==> config.mk <==
export PLATFORM = sky130hd
export DESIGN_NAME = digit_lock_fsm_flat
export DESIGN_NICKNAME = d
export VERILOG_FILES = /design/src/rtl/digit_lock_fsm_pkg.sv /design/src/rtl/digit_lock_fsm_if.sv /design/src/rtl/digit_lock_fsm_timer.sv /design/src/rtl/digit_lock_fsm.sv /design/src/flat_wrapper.sv
export SDC_FILE = /design/constraint.sdc
export NUM_CORES = 1
export LEC_CHECK = 0
export ABC_AREA = 1
export CAP_MARGIN = 20
export CORE_MARGIN = 2
export CORE_UTILIZATION = 46
export CTS_BUF_LIST = sky130_fd_sc_hd__clkbuf_2
export DETAILED_ROUTE_END_ITERATION = 16
export PLACE_DENSITY = 0.77
export SLEW_MARGIN = 25
export SYNTH_ARGS = -nofsm -noshare
export SYNTH_HDL_FRONTEND = slang
export SYNTH_HIERARCHICAL = 1
export SYNTH_SLANG_ARGS = --single-unit
==> constraint.sdc <==
create_clock -name clk -period 2.3 [get_ports clk]
set_clock_uncertainty 0.05 [all_clocks]
set_input_delay 0.575 -clock clk [delete_from_list [all_inputs] [get_ports clk]]
set_output_delay 0.575 -clock clk [all_outputs]
set_load 0.005 [all_outputs]
==> src/rtl/digit_lock_fsm_pkg.sv <==
// Shared types and helpers for the keypad code lock: state encoding, digit width,
// code nibble selection and timer sizing.
package lock_pkg;

    typedef enum logic [1:0] {
        IDLE,
        ENTER,
        OPEN,
        LOCKOUT
    } lock_state_t;

    localparam int DIGIT_W    = 4;
    localparam int MAX_CODE_W = 32;

    // Digit 0 sits in the most-significant nibble of an n_digits-wide code.
    function automatic logic [DIGIT_W-1:0] digit_of(input logic [MAX_CODE_W-1:0] code,
                                                    input int idx,
                                                    input int n_digits);
        logic [MAX_CODE_W-1:0] shifted;
        shifted = code >> (DIGIT_W * (n_digits - 1 - idx));
        return shifted[DIGIT_W-1:0];
    endfunction

    function automatic int timer_w(input int a, input int b);
        int m;
        m = (a > b) ? a : b;
        return (m < 2) ? 1 : $clog2(m);
    endfunction

endpackage

==> src/rtl/digit_lock_fsm_if.sv <==
// Keypad, comparator and status signals of the code lock, bundled for the lock
// (slave) and the keypad/comparator side (master).
interface digit_lock_fsm_if #(
    parameter int N_DIGITS = 4,
    parameter int MAX_FAIL = 3
);
    logic [lock_pkg::DIGIT_W-1:0]            digit_in;
    logic                                    digit_valid;
    logic                                    digit_ready;
    logic                                    clear;
    logic                                    code_load;
    logic [lock_pkg::DIGIT_W*N_DIGITS-1:0]   code_in;
    logic [lock_pkg::DIGIT_W-1:0]            cmp_a;
    logic [lock_pkg::DIGIT_W-1:0]            cmp_b;
    logic                                    cmp_eq;
    logic                                    unlocked;
    logic                                    locked_out;
    logic [$clog2(MAX_FAIL+1)-1:0]           fail_count;
    logic [$clog2(N_DIGITS)-1:0]             digit_idx;

    modport master (
        output digit_in, digit_valid, clear, code_load, code_in, cmp_eq,
        input  digit_ready, cmp_a, cmp_b, unlocked, locked_out, fail_count, digit_idx
    );

    modport slave (
        input  digit_in, digit_valid, clear, code_load, code_in, cmp_eq,
        output digit_ready, cmp_a, cmp_b, unlocked, locked_out, fail_count, digit_idx
    );

endinterface

==> src/rtl/digit_lock_fsm_timer.sv <==
// Loadable down-counter shared by the OPEN and LOCKOUT windows; done flags zero.
module lock_timer #(
    parameter int W = 4
) (
    input  logic         clk,
    input  logic         reset,
    input  logic         load,
    input  logic [W-1:0] load_val,
    input  logic         en,
    output logic         done
);
    logic [W-1:0] count;

    // NOTE: sequential state uses non-blocking assignments so every flop samples
    // pre-edge values regardless of process ordering.
    always_ff @(posedge clk or posedge reset) begin
        if (reset) begin
            count <= '0;
        end else if (load) begin
            count <= load_val;
        end else if (en && count != '0) begin
            count <= count - 1'b1;
        end
    end

    assign done = (count == '0);

endmodule

==> src/rtl/digit_lock_fsm.sv <==
// Keypad code lock controller: sequences digits through an external comparator,
// counts failed attempts and times the unlock and lockout windows.
module digit_lock_fsm
    import lock_pkg::*;
#(
    parameter int                        N_DIGITS    = 4,
    parameter int                        MAX_FAIL    = 3,
    parameter int                        OPEN_CYCLES = 8,
    parameter int                        LOCK_CYCLES = 16,
    parameter logic [DIGIT_W*N_DIGITS-1:0] RESET_CODE = 16'h1234
) (
    input  logic             clk,
    input  logic             reset,
    digit_lock_fsm_if.slave  bus
);
    localparam int CODE_W = DIGIT_W * N_DIGITS;
    localparam int IDX_W  = $clog2(N_DIGITS);
    localparam int FC_W   = $clog2(MAX_FAIL + 1);
    localparam int TMR_W  = timer_w(OPEN_CYCLES, LOCK_CYCLES);

    localparam logic [IDX_W-1:0] IDX_LAST = IDX_W'(N_DIGITS - 1);
    localparam logic [FC_W-1:0]  FC_MAX   = FC_W'(MAX_FAIL);
    localparam logic [TMR_W-1:0] OPEN_TV  = TMR_W'(OPEN_CYCLES - 1);
    localparam logic [TMR_W-1:0] LOCK_TV  = TMR_W'(LOCK_CYCLES - 1);

    lock_state_t       state, state_next;
    logic [IDX_W-1:0]  idx, idx_next;
    logic              mismatch, mismatch_next;
    logic [FC_W-1:0]   fail_q, fail_next;
    logic [CODE_W-1:0] code_q;
    logic              timer_load;
    logic [TMR_W-1:0]  timer_val;
    logic              timer_done;
    logic              accept;
    logic              final_mm;

    assign accept   = bus.digit_valid && bus.digit_ready && !bus.clear;
    assign final_mm = mismatch | ~bus.cmp_eq;

    always_ff @(posedge clk or posedge reset) begin
        if (reset) begin
            state <= IDLE;
        end else begin
            state <= state_next;
        end
    end

    // NOTE: every signal gets a default before the case so no path leaves it
    // unassigned, which would otherwise infer a latch.
    always_comb begin
        state_next    = state;
        idx_next      = idx;
        mismatch_next = mismatch;
        fail_next     = fail_q;
        timer_load    = 1'b0;
        timer_val     = OPEN_TV;
        unique case (state)
            IDLE, ENTER: begin
                if (bus.clear) begin
                    state_next    = IDLE;
                    idx_next      = '0;
                    mismatch_next = 1'b0;
                end else if (accept && idx == IDX_LAST) begin
                    idx_next      = '0;
                    mismatch_next = 1'b0;
                    if (!final_mm) begin
                        state_next = OPEN;
                        fail_next  = '0;
                        timer_load = 1'b1;
                        timer_val  = OPEN_TV;
                    end else if (fail_q + 1'b1 != FC_MAX) begin
                        state_next = IDLE;
                        fail_next  = fail_q + 1'b1;
                    end else begin
                        state_next = LOCKOUT;
                        fail_next  = FC_MAX;
                        timer_load = 1'b1;
                        timer_val  = LOCK_TV;
                    end
                end else if (accept) begin
                    state_next    = ENTER;
                    idx_next      = idx + 1'b1;
                    mismatch_next = final_mm;
                end
            end
            OPEN: begin
                if (timer_done) state_next = IDLE;
            end
            LOCKOUT: begin
                if (timer_done) begin
                    state_next = IDLE;
                    fail_next  = '0;
                end
            end
            default: state_next = IDLE;
        endcase
    end

    always_comb begin
        bus.digit_ready = (state == IDLE) || (state == ENTER);
        bus.unlocked    = (state == OPEN);
        bus.locked_out  = (state == LOCKOUT);
    end

    always_ff @(posedge clk or posedge reset) begin
        if (reset) begin
            idx      <= '0;
            mismatch <= 1'b0;
            fail_q   <= '0;
            code_q   <= RESET_CODE;
        end else begin
            idx      <= idx_next;
            mismatch <= mismatch_next;
            fail_q   <= fail_next;
            // Code change is only trusted while the lock is open.
            if (state == OPEN && bus.code_load) code_q <= bus.code_in;
        end
    end

    lock_timer #(.W(TMR_W)) u_timer (
        .clk      (clk),
        .reset    (reset),
        .load     (timer_load),
        .load_val (timer_val),
        .en       ((state == OPEN) || (state == LOCKOUT)),
        .done     (timer_done)
    );

    assign bus.cmp_a      = bus.digit_in;
    assign bus.cmp_b      = digit_of(MAX_CODE_W'(code_q), int'(idx), N_DIGITS);
    assign bus.fail_count = fail_q;
    assign bus.digit_idx  = idx;

endmodule

==> src/flat_wrapper.sv <==
// flat-port wrapper written by rule: the top's interface ports become plain ports
module digit_lock_fsm_flat import lock_pkg::*;
#(
    parameter int                        N_DIGITS    = 4,
    parameter int                        MAX_FAIL    = 3,
    parameter int                        OPEN_CYCLES = 8,
    parameter int                        LOCK_CYCLES = 16,
    parameter logic [DIGIT_W*N_DIGITS-1:0] RESET_CODE = 16'h1234
)
  (clk, reset, bus_digit_in, bus_digit_valid, bus_clear, bus_code_load, bus_code_in, bus_cmp_eq, bus_digit_ready, bus_cmp_a, bus_cmp_b, bus_unlocked, bus_locked_out, bus_fail_count, bus_digit_idx);
  digit_lock_fsm_if #(.N_DIGITS(N_DIGITS), .MAX_FAIL(MAX_FAIL)) bus_i ();
  input  logic clk;
  input  logic reset;
  input wire logic [$bits(bus_i.digit_in)-1:0] bus_digit_in;
  input wire logic [$bits(bus_i.digit_valid)-1:0] bus_digit_valid;
  input wire logic [$bits(bus_i.clear)-1:0] bus_clear;
  input wire logic [$bits(bus_i.code_load)-1:0] bus_code_load;
  input wire logic [$bits(bus_i.code_in)-1:0] bus_code_in;
  input wire logic [$bits(bus_i.cmp_eq)-1:0] bus_cmp_eq;
  output wire logic [$bits(bus_i.digit_ready)-1:0] bus_digit_ready;
  output wire logic [$bits(bus_i.cmp_a)-1:0] bus_cmp_a;
  output wire logic [$bits(bus_i.cmp_b)-1:0] bus_cmp_b;
  output wire logic [$bits(bus_i.unlocked)-1:0] bus_unlocked;
  output wire logic [$bits(bus_i.locked_out)-1:0] bus_locked_out;
  output wire logic [$bits(bus_i.fail_count)-1:0] bus_fail_count;
  output wire logic [$bits(bus_i.digit_idx)-1:0] bus_digit_idx;
  assign bus_i.digit_in = bus_digit_in;
  assign bus_i.digit_valid = bus_digit_valid;
  assign bus_i.clear = bus_clear;
  assign bus_i.code_load = bus_code_load;
  assign bus_i.code_in = bus_code_in;
  assign bus_i.cmp_eq = bus_cmp_eq;
  assign bus_digit_ready = bus_i.digit_ready;
  assign bus_cmp_a = bus_i.cmp_a;
  assign bus_cmp_b = bus_i.cmp_b;
  assign bus_unlocked = bus_i.unlocked;
  assign bus_locked_out = bus_i.locked_out;
  assign bus_fail_count = bus_i.fail_count;
  assign bus_digit_idx = bus_i.digit_idx;
  digit_lock_fsm #(.N_DIGITS(N_DIGITS), .MAX_FAIL(MAX_FAIL), .OPEN_CYCLES(OPEN_CYCLES), .LOCK_CYCLES(LOCK_CYCLES), .RESET_CODE(RESET_CODE)) u_core (.clk(clk), .reset(reset), .bus(bus_i));
endmodule
======== Word-level counts from Yosys, hierarchy flattened ========
Cells that the tools add are included.
storage, ports and cells
  register bits after elaboration ......... 27
  input port bits ......................... 26
operators by class
  add/sub/neg operators ................... 4
  eq/ne operators ......................... 10
  shifts and indexed selects .............. 1
  multiplexer cells ....................... 30
  bitwise logic cells ..................... 2
  reduce and logical (&&, ||, !) cells .... 19
operator list
  cell                                                                      number
  16-bit by 32-bit right shift with 4-bit output                            1
  4-bit 2-to-1 mux                                                          7
  2-bit 2-to-1 mux                                                          13
  1-bit 2-to-1 mux                                                          8
  2-bit one-hot mux with 2 select lines                                     2
  2-bit equality test (second input constant)                               3
  2-bit by 1-bit inequality test with 1-bit output (second input constant)  3
  1-bit logical AND                                                         5
  2-bit by 1-bit adder with 2-bit output (second input constant)            2
  4-bit zero test                                                           1
  2-bit inequality test (second input constant)                             2
  4-bit by 2-bit inequality test with 1-bit output (second input constant)  1
  2-bit AND reduction                                                       2
  4-bit AND reduction                                                       1
  2-bit nonzero test                                                        2
  4-bit nonzero test                                                        1
  2-bit OR reduction                                                        2
  4-bit by 1-bit subtractor with 4-bit output (second input constant)       1
  3-bit nonzero test                                                        1
  2-bit by 2-bit subtractor with 3-bit output (first input constant)        1
  2-bit by 1-bit equality test with 1-bit output (second input constant)    1
  2-bit zero test                                                           1
  1-bit logical OR                                                          2
  1-bit zero test                                                           1
  2 further kinds                                                           2

======== Depth between registers and ports, before layout ========
Gate-level depths: netlist of run 1.
  word-level depth ........................ 9
  gate-level depth with buffers ........... 11
  depth with buffers taken out ............ 11

======== Cells and area by module ========
The synthesis of run 1 kept the hierarchy.
by module, submodules not included
  module          instances  cells each  area an instance (um^2)  seq. area each (um^2)
  digit_lock_fsm  1          154         1203.7                   581.8
  lock_timer      1          47          299.0                    100.1

======== Worst setup path before layout of run 1 ========
OpenSTA, ideal clock, no wires.
  path type ............................... reg-to-output
  start point ............................. reg u_core.idx[0] (netlist: u_core/bus.digit_idx[0])
  end point ............................... out bus_cmp_b[0]
  data arrival time ....................... 964 ps
  data required time ...................... 1675 ps
  slack ................................... 711 ps
  stages on the path, launching flop included .. 5
  path buffers ............................ 1
  cells stage by stage .................... dfrtp_1 -> buf_2 -> clkinv_1 -> o21ai_0 -> o22ai_1
between the ends
  word-level cells in the longest chain between the ends .. 2
ends and longest elaborated chain
  what                                            line                      source
  start: declaration                              digit_lock_fsm.sv:27      logic [IDX_W-1:0] idx, idx_next;
  start signal: assignment                        digit_lock_fsm.sv:112     idx <= idx_next;
  2-bit by 2-bit subtractor with 3-bit output     digit_lock_fsm_pkg.sv:20  shifted = code >> (DIGIT_W * (n_digits - 1 - idx));
  16-bit by 32-bit right shift with 4-bit output  digit_lock_fsm_pkg.sv:20
  end: declaration                                flat_wrapper.sv:22        output wire logic [$bits(bus_i.cmp_b)-1:0] bus_cmp_b;
No other way between the ends.

======== Final worst setup path of run 1 ========
  start point ............................. reg u_core.idx[0] (netlist: u_core/bus.digit_idx[0])
  end point ............................... out bus_digit_idx[0]
RTL lines
  what              line                source
  end: declaration  flat_wrapper.sv:26  output wire logic [$bits(bus_i.digit_idx)-1:0] bus_digit_idx;
No word-level cell between the ends.

==> reports/qor.yml, run 1 <==
status:
  status: "finished, final reports clean"
floorplan:
  fp.dieH_um: 61.16
  rows: 20
  io_pins: 41
  fp.coreArea_mm2: 0.003078
  die_area_mm2: 0.003740
  initial_core_util_pct: 48.82
  die_w_um: 61.16
detailed_routing:
  vias_per_cell: 4.697
  wl_per_cell_um: 10.97
  drtIter0Drc: 58
  drtAntennaViolNets: 0
  drt_first_pass_iters: 4
  num_vias: 1334
  drc: 0
  postRouteWirelength_um: 3115
logic_synthesis:
  synth_area_mm2: 0.001503
  synth.avg_cell_area_um2: 7.476
  synth_seq_area_share_pct: 45.38
  synth_warnings: 6
  yosysUniqueCellTypes: 20
  synth-seq-cells: 27
  syn_inst: 201
clock_network:
  root_buffer: "clkbuf_2"
  hold_buffers: 0
  cts_max_path_buffers: 2
  cts_tree: "built"
  clock-sinks: 27
  ctsHtreeMaxLevel: 1
  clock_latency_ns: 0.35
  cts-buffers-inserted: 3
  path_clk_slew_ns: 0.24
layout:
  mostFrequentLayoutCell: "nand2_1"
  syn_to_final_growth_pct: 28.23
  n_antenna_cell: 0
  drive_gt1_share_pct: 13.75
  finalNetCount: 270
  finalCoreUtilization_pct: 62.60
  final_cell_mix: "70 x nand2_1, 28 x clkdlybuf4s50_1, 27 x nand3_1, 19 x dfrtp_1, 16 x nor2_1"
  stdcell_count: 284
timing:
  tns_ns: 0
  setup_violations: 0
  finalCriticalPeriod_ns: 2.199
  fin_crit_sh_pct: 95.61
  finalHoldViolCount: 0
  fmax_mhz: 454.8
  slew_viol_final: 0
setup_path:
  reg2reg_depth: 10
  critical_path.startpoint_type: "flip-flop"
  crit_path_end_kind: "primary output"
  arrival_ns: 1.57
  crit-reg2reg-launch: "u_core/bus.digit_idx[0]$_DFFE_PP0P_"
  endpoint: "bus_digit_idx[0]"
  crit_type: "reg -> out"
  cp.required_ns: 1.67
  crit_fanout: 8
  critPathLaunch: "u_core/bus.digit_idx[0]$_DFFE_PP0P_"
  r2r_slack_ns: 0.64
  r2r-end: "u_core/u_timer/count[3]$_DFFE_PP0P_"
pwr:
  p_comb_share_pct: 28.0
  seq_power_share_pct: 55.0
  p_sw_mw: 0.3161
  ir_worst_vdd_uv: 332.2
  p_int_mw: 0.7052
  power_leakage_nw: 0.9953
  p_clk_share_pct: 17.0
  power.density_mw_per_mm2: 530.0
  totalPowerFinal_mw: 1.021
  power_switching_share_pct: 30.95
global_route:
  first_global_vias: 1242
  gr-total-overflow: 0
  grt_use_total_pct: 19.53
  antenna_found_initial: 0
  grt_start_max_net_pins: 24
  grt_pass1_wl_um: 5499
worst_hold_path:
  holdCritPathClass: "in -> async"
run:
  drv_cap: 0
placed_design:
  port_buffers: 32
  gp_congestion: 0.7720
  dp_hpwl_um: 2346
  dpl.cell_count: 274
[synth_stat cells]
cell type | count | area (um2)
nand3b_1 | 2 | 15.01
nand2_4 | 2 | 22.52
nand2_1 | 70 | 262.8
nand2_2 | 2 | 12.51
inv_1 | 15 | 56.30
nor2_2 | 1 | 6.260
dfstp_2 | 5 | 131.4
nor2_1 | 16 | 60.06
buf_4 | 5 | 37.54
o22ai_1 | 4 | 25.02
o21ai_0 | 16 | 80.08
nor2_8 | 1 | 20.02
clkinv_1 | 2 | 7.510
inv_2 | 2 | 7.510
nand3_1 | 27 | 135.1
buf_2 | 4 | 20.02
dfrtp_1 | 22 | 550.5
ha_1 | 3 | 37.54
buf_6 | 1 | 11.26
conb_1 | 1 | 3.750
[through the flow]
| stage | hold slack (ns) | setup WS (ns) | area [um2] |
|---|---|---|---|
| finish | 0.3273 | 0.1011 | 1927 |
| global route | 0.3039 | -0.004670 | 1927 |
| CTS | 0.3194 | 0.04899 | 1907 |
| detailed placement | 0.4029 | 0.2710 | 1854 |
| global placement | 0.4009 | 0.3059 | 1854 |
| floorplan | 0.2911 | 0.7111 | 1510 |
[cell families after synthesis]
logic type      after synthesis  synth area share, %
compound gates               20                6.994
fa+ha+maj                     3                2.498
flops                        27                45.38
simple gates                121                35.55
other cells                   1               0.2496
buf+inv                      29                9.326
[worst max-delay path, cell delays in order (launching register included)]
cell and delay (ns):
dfrtp_1 0.44, buf_6 0.14, buf_4 0.13, clkdlybuf4s50_1 0.50
[power by group through the flow]
stage	registers (mW)	logic, mW	clock network [mW]
global route	0.569	0.330	0.200
floorplan	0.561	0.175	0
CTS	0.561	0.288	0.182
finish	0.562	0.286	0.173
detailed placement	0.569	0.286	0
global placement	0.569	0.282	0
[layer usage]
| metal | vias up | global-route usage, % | routed length, um |
|---|---|---|---|
| met5 | - | 0 | 0 |
| met4 | 0 | 4.658 | 27 |
| met3 | 2 | 3.782 | 121 |
| met2 | 23 | 31.16 | 1473 |
| met1 | 599 | 27.49 | 1492 |
| li1 | 710 | - | - |
[how the worst min path moves through the flow]
stage / slack (ns) / endpoint / startpoint
CTS: 0.32 / u_core/u_timer/count[1]$_DFFE_PP0P_ / reset
finish: 0.33 / u_core/u_timer/count[3]$_DFFE_PP0P_ / reset
floorplan: 0.29 / u_core/u_timer/count[0]$_DFFE_PP0P_ / reset
global placement: 0.40 / u_core/code_q[6]$_DFFE_PP0P_ / u_core/code_q[6]$_DFFE_PP0P_
detailed placement: 0.40 / u_core/code_q[6]$_DFFE_PP0P_ / u_core/code_q[6]$_DFFE_PP0P_
global route: 0.30 / u_core/u_timer/count[3]$_DFFE_PP0P_ / reset
[cell type report]
type                       count  area, um2
sequential                    27      685.7
timing repair buffer          43      401.6
inverter                      19      72.57
clock inverter                 1      5.005
tap                           44      55.05
fill                         294       1151
multi-input combinational    147      691.9
clock buffer                   3      15.01
[registers in the layout, indices dropped and copies added (netlist names)]
signal,flops
u_core/bus.digit_idx,2
u_core/state,2
u_core/u_timer/count,4
u_core/code_q,16
u_core/mismatch,1
u_core/bus.fail_count,2
[repair_timing]
item,4_1_cts,5_1_grt
setup buffers,4,2
pin swaps,1,1
gates resized for setup,9,2
endpoints found under the setup margin,5,3
endpoints found under the hold margin,0,0
Power figures use the tool's default switching activity.
==> run 2, diff against run 1 <==
RECOVER_POWER = 25   (was unset)
==> run 2 against run 1 <==
Net effect:
- combinational power barely moved
- via count is the same
- worst hold slack gained 0.10 ns
- clock power about the same
- first-iteration DRC count is 10% higher
- register-to-register slack hardly changed
- setup slack unchanged
- largest cell class unchanged
- largest power group unchanged
- maximum frequency unchanged
- sequential power barely moved
==> reports/qor.yml, run 2 (synthesis gave the netlist of run 1 again) <==
layout:
  finalNetCount: 270  # unchanged
  finalCoreUtilization_pct: 62.48  # -0.12 points
  final_cell_mix: "70 x nand2_1, 27 x clkdlybuf4s50_1, 27 x nand3_1, 19 x dfrtp_1, 16 x nor2_1"
  drive_gt1_share_pct: 13.33  # -0.42 points
  largest_reg_flops: 16  # unchanged
  reg_top3: "u_core/code_q (16), u_core/u_timer/count (4)"
  largest_register: "u_core/code_q"
  final_cell_area_mm2: 0.001923  # -0.20%
  n_antenna_cell: 0  # unchanged
  stdcell_count: 284  # unchanged
  syn_to_final_growth_pct: 27.98
  mostFrequentLayoutCell: "nand2_1"
  fillers: 296  # +0.68%
setup_path:
  max_stage_delay_ns: 0.50  # about the same
  cp.required_ns: 1.67  # about the same
  critical_path.startpoint_type: "flip-flop"
  reg2reg_depth: 10  # unchanged
  crit_fanout: 8  # unchanged
  r2r_slack_ns: 0.64  # about the same
  crit_type: "reg -> out"
  path_buf_inv: 3  # unchanged
  crit-reg2reg-launch: "u_core/bus.digit_idx[0]$_DFFE_PP0P_"
  crit_path_end_kind: "primary output"
  r2r-end: "u_core/u_timer/count[3]$_DFFE_PP0P_"
  cp_top_family: "buffers and inverters"
  arrival_ns: 1.57  # about the same
  cp_cell_sequence: "buf_6 -> buf_4 -> clkdlybuf4s50_1"
  crit_slowest_cell: "clkdlybuf4s50_1"
  critPathLaunch: "u_core/bus.digit_idx[0]$_DFFE_PP0P_"
floorplan:
  rows: 20  # unchanged
  fp.dieH_um: 61.16  # unchanged
  initial_core_util_pct: 48.82  # unchanged
  die_area_mm2: 0.003740  # unchanged
  io_pins: 41  # unchanged
  die_w_um: 61.16  # unchanged
  fp.coreArea_mm2: 0.003078  # unchanged
detailed_routing:
  drtIter0Drc: 64  # +10%
  postRouteWirelength_um: 3114  # about the same
  vias_per_cell: 4.697  # unchanged
  drtAntennaViolNets: 0  # unchanged
  drc: 0  # unchanged
  num_vias: 1334  # unchanged
  drt_first_pass_iters: 4  # unchanged
  wl_per_cell_um: 10.96  # about the same
timing:
  fin_crit_sh_pct: 95.61  # unchanged
  finalCriticalPeriod_ns: 2.199  # unchanged
  worst_pin_slew_ns: 1.188
  slew_viol_final: 0  # unchanged
  finalHoldViolCount: 0  # unchanged
  setup_violations: 0  # unchanged
  tns_ns: 0  # unchanged
  fmax_mhz: 454.8  # unchanged
  maxSlewHeadroom_pct: 20.77
placed_design:
  port_buffers: 32  # unchanged
  dpl.cell_count: 274  # unchanged
  gp_congestion: 0.7720  # unchanged
  placed_cell_area_mm2: 0.001854  # unchanged
  dp_hpwl_um: 2346  # unchanged
worst_hold_path:
  min_from: "u_core/code_q[9]$_DFFE_PP1P_"
  holdPathEnd: "u_core/code_q[9]$_DFFE_PP1P_"
  holdCritPathClass: "reg -> reg"
  min_path_cells: 2
pwr:
  ir_worst_vdd_uv: 332.1  # about the same
  power.density_mw_per_mm2: 530.4  # about the same
  totalPowerFinal_mw: 1.020  # -0.12%
  power_leakage_nw: 0.9919  # -0.34%
clock_network:
  cts_max_path_buffers: 2  # unchanged
  cts-buffers-inserted: 3  # unchanged
  clock-sinks: 27  # unchanged
  cts_tree: "built"
  ctsHtreeMaxLevel: 1  # unchanged
  hold_buffers: 0  # unchanged
  root_buffer: "clkbuf_2"
  clock_latency_ns: 0.35  # about the same
  path_clk_slew_ns: 0.24  # about the same
status:
  status: "finished, final reports clean"
global_route:
  grt_start_max_net_pins: 24  # unchanged
  grt_pass1_wl_um: 5499  # unchanged
  gr-total-overflow: 0  # unchanged
  antenna_found_initial: 0  # unchanged
  grt_use_total_pct: 19.53  # unchanged
  first_global_vias: 1242  # unchanged
run:
  drv_cap: 0  # unchanged
==> run 2: how the worst max path moves through the flow <==
stage	depth (start not counted)	endpoint	slack, ns
3_5_place_dp	10	u_core/u_timer/count[3]$_DFFE_PP0P_	0.27
4_1_cts	5	bus_cmp_b[3]	0.05
3_3_place_gp	10	u_core/u_timer/count[3]$_DFFE_PP0P_	0.31
6_report	3	bus_digit_idx[0]	0.10
2_1_floorplan	4	bus_cmp_b[0]	0.71
5_1_grt	5	bus_cmp_b[3]	-0.005
==> run 2: what timing repair did <==
action                     in CTS  in global routing
cloned                          0                  0
hold endpoints to repair        0                  0
buffers inserted                4                  2
pin swaps                       1                  1
setup endpoints to repair       5                  3
gates resized for setup         9                  2
==> run 2: area by class of cell <==
class                   count  area [um2]  share of cell area, %
clock buffers               3       15.01                 0.7807
multi-input cells         147       691.9                  35.98
clock inverters             1       5.005                 0.2602
inverters                  19       72.57                  3.774
flip-flops and latches     27       685.7                  35.65
well taps                  44       55.05                  2.863
repair buffers             43       397.9                  20.69
==> run 2: metrics by stage <==
stage / worst slack [ns] / hold slack [ns]
final: 0.1011 / 0.4283
after global routing: -0.004670 / 0.4354
after CTS: 0.04899 / 0.3194
after detailed placement: 0.2710 / 0.4029
after global placement: 0.3059 / 0.4009
after floorplan: 0.7111 / 0.2911
==> run 2: tightest hold or removal path: cells and delay by family, from the launching register on <==
| family | cells | cell delay [ns] |
|---|---|---|
| and+or+nand+nor | 2 | 0.09 |
| DFF | 1 | 0.42 |
==> run 2: power by group <==
group,switching (mW),internal [mW],total [mW]
Sequential,0.0349,0.527,0.562
Clock,0.134,0.0394,0.173
Combinational,0.147,0.138,0.285
==> run 2: routing by layer <==
layer	vias to the layer above	global-route usage, %	wire length [um]
met4	0	4.658	27
met3	2	3.782	123
met5	-	0	0
met1	599	27.49	1490
met2	23	31.16	1473
li1	710	-	-
